==> src/rtl/instr_sequencer.sv <==
// instr_sequencer
//   Per-instruction control FSM for the bytecode core. Each instruction runs
//   through these steps:
//     fetch opcode -> fetch inline args -> pop operands -> execute ->
//     write back -> update PC.
//   The registered opcode drives an external combinational decoder. This
//   block consumes the decoder's argc/stackargs/stackwb/isgoto/iscmp outputs.
//
// Ports
//   clk_i, rst_i             clock, asynchronous active-high reset
//   start_i                  begin at RESET_PC (only honoured in IDLE/HALT)
//   prog_addr_o/prog_rd_o    program memory read; prog_data_i valid next cycle
//   opcode_o                 registered opcode to the decoder
//   argc_i .. iscmp_i        decoder results for opcode_o
//   cmp_true_i               branch condition, valid with exec_done_i
//   arg_o                    inline argument bytes, big-endian
//   stack_*                  operand stack status and pop/push strobes
//   opnd0_o..opnd2_o         popped operands (opnd0 = last popped)
//   exec_start_o/exec_done_i execution-unit handshake; exec_result_i is pushed
//   busy_o, halted_o, error_o  status; error is sticky until rst or start
module instr_sequencer #(
  parameter int              PC_W     = 16,
  parameter logic [PC_W-1:0] RESET_PC = '0
) (
  input  logic            clk_i,
  input  logic            rst_i,
  input  logic            start_i,
  output logic [PC_W-1:0] prog_addr_o,
  output logic            prog_rd_o,
  input  logic [7:0]      prog_data_i,
  output logic [7:0]      opcode_o,
  input  logic [1:0]      argc_i,
  input  logic [1:0]      stackargs_i,
  input  logic            stackwb_i,
  input  logic            isgoto_i,
  input  logic            iscmp_i,
  input  logic            cmp_true_i,
  output logic [15:0]     arg_o,
  input  logic [31:0]     stack_top_i,
  input  logic            stack_empty_i,
  input  logic            stack_full_i,
  output logic            stack_pop_o,
  output logic            stack_push_o,
  output logic [31:0]     push_data_o,
  output logic [31:0]     opnd0_o,
  output logic [31:0]     opnd1_o,
  output logic [31:0]     opnd2_o,
  output logic            exec_start_o,
  input  logic            exec_done_i,
  input  logic [31:0]     exec_result_i,
  output logic            busy_o,
  output logic            halted_o,
  output logic            error_o
);

  typedef enum logic [3:0] {
    S_IDLE, S_FETCH, S_LATCH, S_AFETCH, S_ALATCH, S_POP, S_EXEC, S_WB, S_HALT
  } state_t;

  localparam logic [PC_W-1:0] PC_ONE = PC_W'(1);

  state_t          state_q, cur;
  logic            disp_q;      // first cycle after LATCH: route on decoder
  logic [PC_W-1:0] pc_q, ipc_q;
  logic [7:0]      opcode_q;
  logic [15:0]     arg_q;
  logic [31:0]     opnd0_q, opnd1_q, opnd2_q;
  logic [1:0]      cnt_q;
  logic            exec_wait_q, cmp_q, error_q;

  logic [1:0]      argc_eff;
  logic [31:0]     arg_sx;
  logic [PC_W-1:0] pc_br;
  logic            take_br;

  // The opcode is only registered at the end of LATCH, so the decoder result
  // is not known until the cycle after. That cycle acts directly as the
  // first AFETCH, POP or EXEC cycle, which keeps the minimum instruction
  // latency at FETCH, LATCH, EXEC, WB.
  always_comb begin
    argc_eff = (argc_i == 2'd3) ? 2'd2 : argc_i;
    cur      = state_q;
    if (disp_q) begin
      if (argc_eff != 2'd0)         cur = S_AFETCH;
      else if (stackargs_i != 2'd0) cur = S_POP;
      else                          cur = S_EXEC;
    end
  end

  assign arg_sx  = {{16{arg_q[15]}}, arg_q};
  assign pc_br   = ipc_q + arg_sx[PC_W-1:0];
  assign take_br = isgoto_i | (iscmp_i & cmp_q);

  assign prog_addr_o  = pc_q;
  assign prog_rd_o    = (cur == S_FETCH) || (cur == S_AFETCH);
  assign stack_pop_o  = (cur == S_POP) && !stack_empty_i;
  assign stack_push_o = (cur == S_WB) && stackwb_i && !stack_full_i;
  assign exec_start_o = (cur == S_EXEC) && !exec_wait_q;
  assign push_data_o  = exec_result_i;
  assign opcode_o     = opcode_q;
  assign arg_o        = arg_q;
  assign opnd0_o      = opnd0_q;
  assign opnd1_o      = opnd1_q;
  assign opnd2_o      = opnd2_q;
  assign busy_o       = (cur != S_IDLE) && (cur != S_HALT);
  assign halted_o     = (cur == S_HALT);
  assign error_o      = error_q;

  always_ff @(posedge clk_i or posedge rst_i) begin
    if (rst_i) begin
      state_q     <= S_IDLE;
      disp_q      <= 1'b0;
      pc_q        <= RESET_PC;
      ipc_q       <= RESET_PC;
      opcode_q    <= 8'h00;
      arg_q       <= 16'h0000;
      opnd0_q     <= 32'h0;
      opnd1_q     <= 32'h0;
      opnd2_q     <= 32'h0;
      cnt_q       <= 2'd0;
      exec_wait_q <= 1'b0;
      cmp_q       <= 1'b0;
      error_q     <= 1'b0;
    end else begin
      state_q <= cur;
      disp_q  <= 1'b0;
      case (cur)
        S_IDLE, S_HALT: begin
          if (start_i) begin
            state_q <= S_FETCH;
            pc_q    <= RESET_PC;
            error_q <= 1'b0;
          end
        end
        S_FETCH: begin
          ipc_q   <= pc_q;
          state_q <= S_LATCH;
        end
        S_LATCH: begin
          opcode_q <= prog_data_i;
          pc_q     <= pc_q + PC_ONE;
          arg_q    <= 16'h0000;
          cnt_q    <= 2'd0;
          // Return opcodes end the program.
          if (prog_data_i inside {8'hac, 8'hb0, 8'hb1}) begin
            state_q <= S_HALT;
          end else begin
            state_q <= S_AFETCH;
            disp_q  <= 1'b1;
          end
        end
        S_AFETCH: state_q <= S_ALATCH;
        S_ALATCH: begin
          arg_q <= {arg_q[7:0], prog_data_i};
          pc_q  <= pc_q + PC_ONE;
          if ((cnt_q + 2'd1) < argc_eff) begin
            cnt_q   <= cnt_q + 2'd1;
            state_q <= S_AFETCH;
          end else begin
            cnt_q   <= 2'd0;
            state_q <= (stackargs_i != 2'd0) ? S_POP : S_EXEC;
          end
        end
        S_POP: begin
          if (stack_empty_i) begin
            error_q <= 1'b1;
            state_q <= S_HALT;
          end else begin
            opnd2_q <= opnd1_q;
            opnd1_q <= opnd0_q;
            opnd0_q <= stack_top_i;
            if ((cnt_q + 2'd1) == stackargs_i) begin
              cnt_q   <= 2'd0;
              state_q <= S_EXEC;
            end else begin
              cnt_q <= cnt_q + 2'd1;
            end
          end
        end
        S_EXEC: begin
          exec_wait_q <= 1'b1;
          if (exec_done_i) begin
            cmp_q       <= cmp_true_i;
            exec_wait_q <= 1'b0;
            state_q     <= S_WB;
          end
        end
        S_WB: begin
          if (stackwb_i && stack_full_i) begin
            error_q <= 1'b1;
            state_q <= S_HALT;
          end else begin
            if (take_br) pc_q <= pc_br;
            state_q <= S_FETCH;
          end
        end
        default: state_q <= S_IDLE;
      endcase
    end
  end

endmodule
==> config.mk <==
export PLATFORM = sky130hd
export DESIGN_NAME = instr_sequencer
export DESIGN_NICKNAME = d
export VERILOG_FILES = /design/src/rtl/instr_sequencer.sv
export SDC_FILE = /design/constraint.sdc
export NUM_CORES = 1
export LEC_CHECK = 0
export CAP_MARGIN = 20
export CELL_PAD_IN_SITES_DETAIL_PLACEMENT = 0
export CELL_PAD_IN_SITES_GLOBAL_PLACEMENT = 1
export CORE_MARGIN = 10
export CORE_UTILIZATION = 38
export DETAILED_ROUTE_END_ITERATION = 12
export PLACE_DENSITY = 0.85
export SETUP_SLACK_MARGIN = 0.3
export SKIP_LAST_GASP = 1
export SLEW_MARGIN = 20
export SYNTH_ARGS = -nofsm -noshare
export SYNTH_HDL_FRONTEND = slang
export SYNTH_SLANG_ARGS = --single-unit
==> constraint.sdc <==
create_clock -name clk_i -period 8.6 [get_ports clk_i]
set_input_delay 1.72 -clock clk_i [delete_from_list [all_inputs] [get_ports clk_i]]
set_output_delay 1.72 -clock clk_i [all_outputs]
set_load 0.01 [all_outputs]
== Yosys cells after proc, flatten, opt, wreduce, memory -nomap -nowiden ==
Cells that the tools add are included.

* Flip-flop bits (word level): 162
* Input port bits: 86

* Bitwise operators: 3
* Add/sub/neg operators: 3
* Reduce and logical (&&, ||, !) cells: 26
* $lt $le $gt $ge: 1
* Mux-type cells: 28
* Eq/ne operators: 20

{| class="wikitable"
|+ Operator list
! kind !! count
|-
| 16-bit two-way mux || 3
|-
| 16-bit case mux with 3 select lines || 1
|-
| 4-bit two-way mux || 8
|-
| 16-bit case mux with 2 select lines || 1
|-
| 4-bit case mux with 8 select lines || 1
|-
| 8-bit == test (second input constant) || 3
|-
| 16-bit by 1-bit adder with 16-bit output (second input constant) || 1
|-
| 16-bit adder || 1
|-
| 4-bit by 3-bit == test with 1-bit output (second input constant) || 4
|-
| 3-bit nonzero test || 4
|-
| 2-bit two-way mux || 5
|-
| 2-bit != test (second input constant) || 5
|-
| 4-bit by 2-bit == test with 1-bit output (second input constant) || 2
|-
| 4-bit AND reduction || 2
|-
| 1-bit logical AND || 6
|-
| 1-bit two-way mux || 6
|-
| 2-bit case mux with 3 select lines || 1
|-
| 2-bit AND reduction || 3
|-
| 2-bit nonzero test || 3
|-
| 4-bit by 1-bit == test with 1-bit output (second input constant) || 1
|-
| 4-bit == test (second input constant) || 1
|-
| 4-bit zero test || 1
|-
| 4-bit != test (second input constant) || 1
|-
| 4-bit nonzero test || 1
|-
| 13 further kinds || 16
|}

== Logic depth before layout (Yosys ltp) ==
* Word-level depth: 9
* Mapped depth: 9
* Mapped depth without buffers: 8

== Worst setup path before layout ==
No wires, ideal clock.

* Kind: in2out
* Start: input argc_i[1]
* End: output exec_start_o
* Slack: 3.985 ns
* Data required time: 6.880 ns
* Cell stages on the path: 3
* Arrival time: 2.895 ns
* Cells stage by stage: or3b_4 o32a_4 nor4_1

* Longest elaborated chain between the ends: 7

{| class="wikitable"
|+ RTL lines
! element !! RTL line !! source
|-
| from (decl) || 32 || <nowiki>input logic [1:0] argc_i,</nowiki>
|-
| 2-bit == test || 81 || <nowiki>argc_eff = (argc_i == 2'd3) ? 2'd2 : argc_i;</nowiki>
|-
| 2-bit two-way mux (*) || 81 ||
|-
| 2-bit nonzero test (*) || 84 || <nowiki>if (argc_eff != 2'd0) cur = S_AFETCH;</nowiki>
|-
| 3-bit two-way mux (*) || 84 ||
|-
| 4-bit two-way mux (*) || 83 || <nowiki>if (disp_q) begin</nowiki>
|-
| 4-bit by 3-bit == test with 1-bit output (*) || 98 || <nowiki>assign exec_start_o = (cur == S_EXEC) && !exec_wait_q;</nowiki>
|-
| 1-bit logical AND (*) || 98 ||
|-
| to (decl) || 48 || <nowiki>output logic exec_start_o,</nowiki>
|}

Mark *: on every way between the ends. The rest lies on a longest branch, timed or not.

== Worst setup path after layout ==
Ends and elaborated chain as after synthesis.

==> qor.csv <==
stage,metric,value,unit
run_status,status,completed,
timing,layout_worst_path_cycle_share,0.639,
yosys,ys_types,67,
timing,fin_ws,3100,ps
placed_design,dpl_worst_slack,3100,ps
cts,numCtsBuffers,17,
placed_design,dp_hpwl,15200,microns
yosys,synth_warnings,0,
timing,worst_slew_pin_slew,990,ps
yosys,synth_flop_cell,dfrtp_1,
cts,cts.hold.buffers_added,0,
timing,final-setup-viol-count,0,
die,die_h,162,microns
detailed_routing,avgRoutedWirePerCell,19.3,microns
setup_path,endpoint_kind,output pin,
global_routing,antenna_found_initial,2,
setup_path,r2r_cells,5,
die,die-area,0.0263,sq mm
yosys,ys_seq_area_frac,0.528,
setup_path,critPathLaunchType,input pin,
die,initial_utilization,0.391,
detailed_routing,routed_wl,20500,microns
setup_path,critPathRequiredTime,6880,ps
worst_hold_path,hold_path_startpoint,error_o$_DFFE_PP0P_,
detailed_routing,dr.first_iter.drc_count,184,
global_routing,globalRouteTotalUtil,0.159,
global_routing,grt_pass1_vias,5772,
layout,fin_nets,887,
power_and_ir_drop,p_leak,4.47,nW
cts,insertion_delay,420,ps
cts,cts_num_sinks,162,
detailed_routing,final_antenna_net_count,0,
yosys,synth_edf_count,0,
die,num_rows,51,
timing,rsz0062_at_grt,no,
detailed_routing,top_layer_used,met5,
placed_design,portBuffers,196,
cts,root_buffer,clkbuf_16,
timing,max_freq,182,MHz
detailed_routing,met1Wirelength,8210,microns
worst_hold_path,hold_path_depth,2,
setup_path,r2r_setup_slack,5390,ps
timing,setup_tns,0,ps
global_routing,overflow,0,
yosys,synth.top_cell.area_share,0.528,
layout,drive_above_1_share,0.214,
cts,h-tree-depth,4,
cts,post-cts-setup-buffers,0,
die,ios,261,
die,die_x,162,microns
setup_path,crit_fanout,5,
power_and_ir_drop,p_per_area,356,mW/mm^2
placed_design,place_congestion,0.797,
layout,area_growth_syn_to_layout,33.5,%
detailed_routing,viasPerCell,5.19,
die,core,0.0197,sq mm
power_and_ir_drop,peakVddDrop,0.185,mV
setup_path,crit_type,in -> out,
timing,final_hold_viol_count,0,
layout,final_cell_mix,"clkdlybuf4s50_1, dfrtp_1, mux2_2",
worst_hold_path,min_path_type,reg -> reg,
detailed_routing,dr.pass1.iters,4,
timing,slew_headroom,0.340,
run,drv_cap,0,
yosys,synth_area,0.00768,sq mm
detailed_routing,dr_wl_met3,2530,microns
setup_path,rr_startpoint,disp_q$_DFF_PP0_,
cts,cts_tree,done,
global_routing,grt_max_degree,97,
global_routing,grt_pass1_wl,33300,microns
yosys,syn_avg_cell_area,12.3,sq um
cts,cts.reportedPaths.clkPinSlew,70,ps
detailed_routing,drc,0,
setup_path,regToRegEndpoint,opnd2_o[7]$_DFFE_PP0P_,
timing,layout_min_cycle_time,5500,ps
timing,slew_violations,0,
detailed_routing,num_vias,5510,
timing,skew,11.7,ps
cts,ctsResizeCount,0,
yosys,synth_top_area_cell,dfrtp_1,
worst_hold_path,whs_endpoint,error_o$_DFFE_PP0P_,
cts,ctsLongestPathBuffers,2,
yosys,ys_seq_elements,162,
yosys,synth_cells,623,
yosys,async_flop_share,1.00,
yosys,ys_top_cells_by_area,"dfrtp_1, mux2_2, buf_4, ha_1, a22o_1",
setup_path,cp.arrival,3780,ps
yosys,syn-num-nets,727,
power_and_ir_drop,fin_total_pwr,3.65,mW
layout,final_common_cell,clkdlybuf4s50_1,
detailed_routing,wl_met2,9560,microns
kinds of logic after synthesis:
family / synth area share
compound gates: 0.105
xor+xnor: 0.0171
fa+ha+maj: 0.0316
buf+inv: 0.0524
flops: 0.528
mux: 0.181
simple gates: 0.0852
power by group:
part | internal (mW) | total [mW] | switching [mW]
combinational | 0.882 | 1.59 | 0.705
sequential | 1.06 | 1.32 | 0.262
clock | 0.392 | 0.747 | 0.355
total | 2.33 | 3.65 | 1.32
cell type report:
cell class | count | area, sq um
Antenna cell | 1 | 2.50
Clock buffer | 18 | 429
Clock inverter | 14 | 158
Fill cell | 1772 | 9400
Inverter | 8 | 35.0
Multi-Input combinational cell | 393 | 3240
Sequential cell | 162 | 4050
Tap cell | 265 | 332
Timing Repair Buffer | 201 | 2000
per-layer routing:
metal / track usage / vias to the layer above
li1: - / 2587
met1: 0.185 / 2708
met2: 0.247 / 197
met3: 0.0958 / 16
met4: 0.0343 / 2
met5: 0 / -
flip-flops by register name (all words and copies together), names as in the netlist:
name         flops
opcode_o         8
prog_addr_o     16
exec_wait_q      1
opnd1_o         32
opnd2_o         32
disp_q           1
arg_o           16
cmp_q            1
cnt_q            2
state_q          4
opnd0_o         32
ipc_q           16
error_o          1
synth_stat cells, types with 3 or more instances:
cell,count
ha_1,17
nor3b_1,4
and3_1,6
dfrtp_1,162
nor4_1,7
clkbuf_1,13
nand3_1,12
a21oi_1,26
nand4_1,7
o21ai_0,28
nor2_1,19
buf_2,13
xnor2_1,7
nand2b_1,8
a31oi_1,6
o22ai_1,3
or3_1,3
nand2_1,27
o21a_1,3
inv_1,8
nor3_1,5
buf_4,33
a22o_1,16
nor2b_1,4
xor2_1,8
mux2_2,120
mux2i_1,3
a21o_1,5
metrics by stage:
stage	instance area (sq um)	utilization	instances	hold slack, ps
2_1_floorplan	7680	-	623	465
3_3_place_gp	9660	0.492	1029	469
3_5_place_dp	9660	0.492	1029	479
4_1_cts	10200	0.522	1061	495
5_1_grt	10200	0.522	1061	518
6_report	10300	0.522	1062	503
how the worst max path moves through the flow:
stage / startpoint / slack [ps] / to / depth (start not counted)
finish: argc_i[1] / 3100 / exec_start_o / 5
detailed placement: argc_i[1] / 3100 / exec_start_o / 5
global route: argc_i[1] / 3020 / exec_start_o / 5
floorplan: rst_i / 2500 / arg_o[0]$_DFFE_PP0P_ / 1
global placement: argc_i[1] / 3090 / exec_start_o / 5
CTS: argc_i[1] / 3080 / exec_start_o / 5
critical path: stages:
cell             delay (ps)
clkdlybuf4s50_1         440
or3b_4                  450
o32a_4                  360
nor4_1                  230
clkdlybuf4s50_1         580
Power figures use the tool's default switching activity.
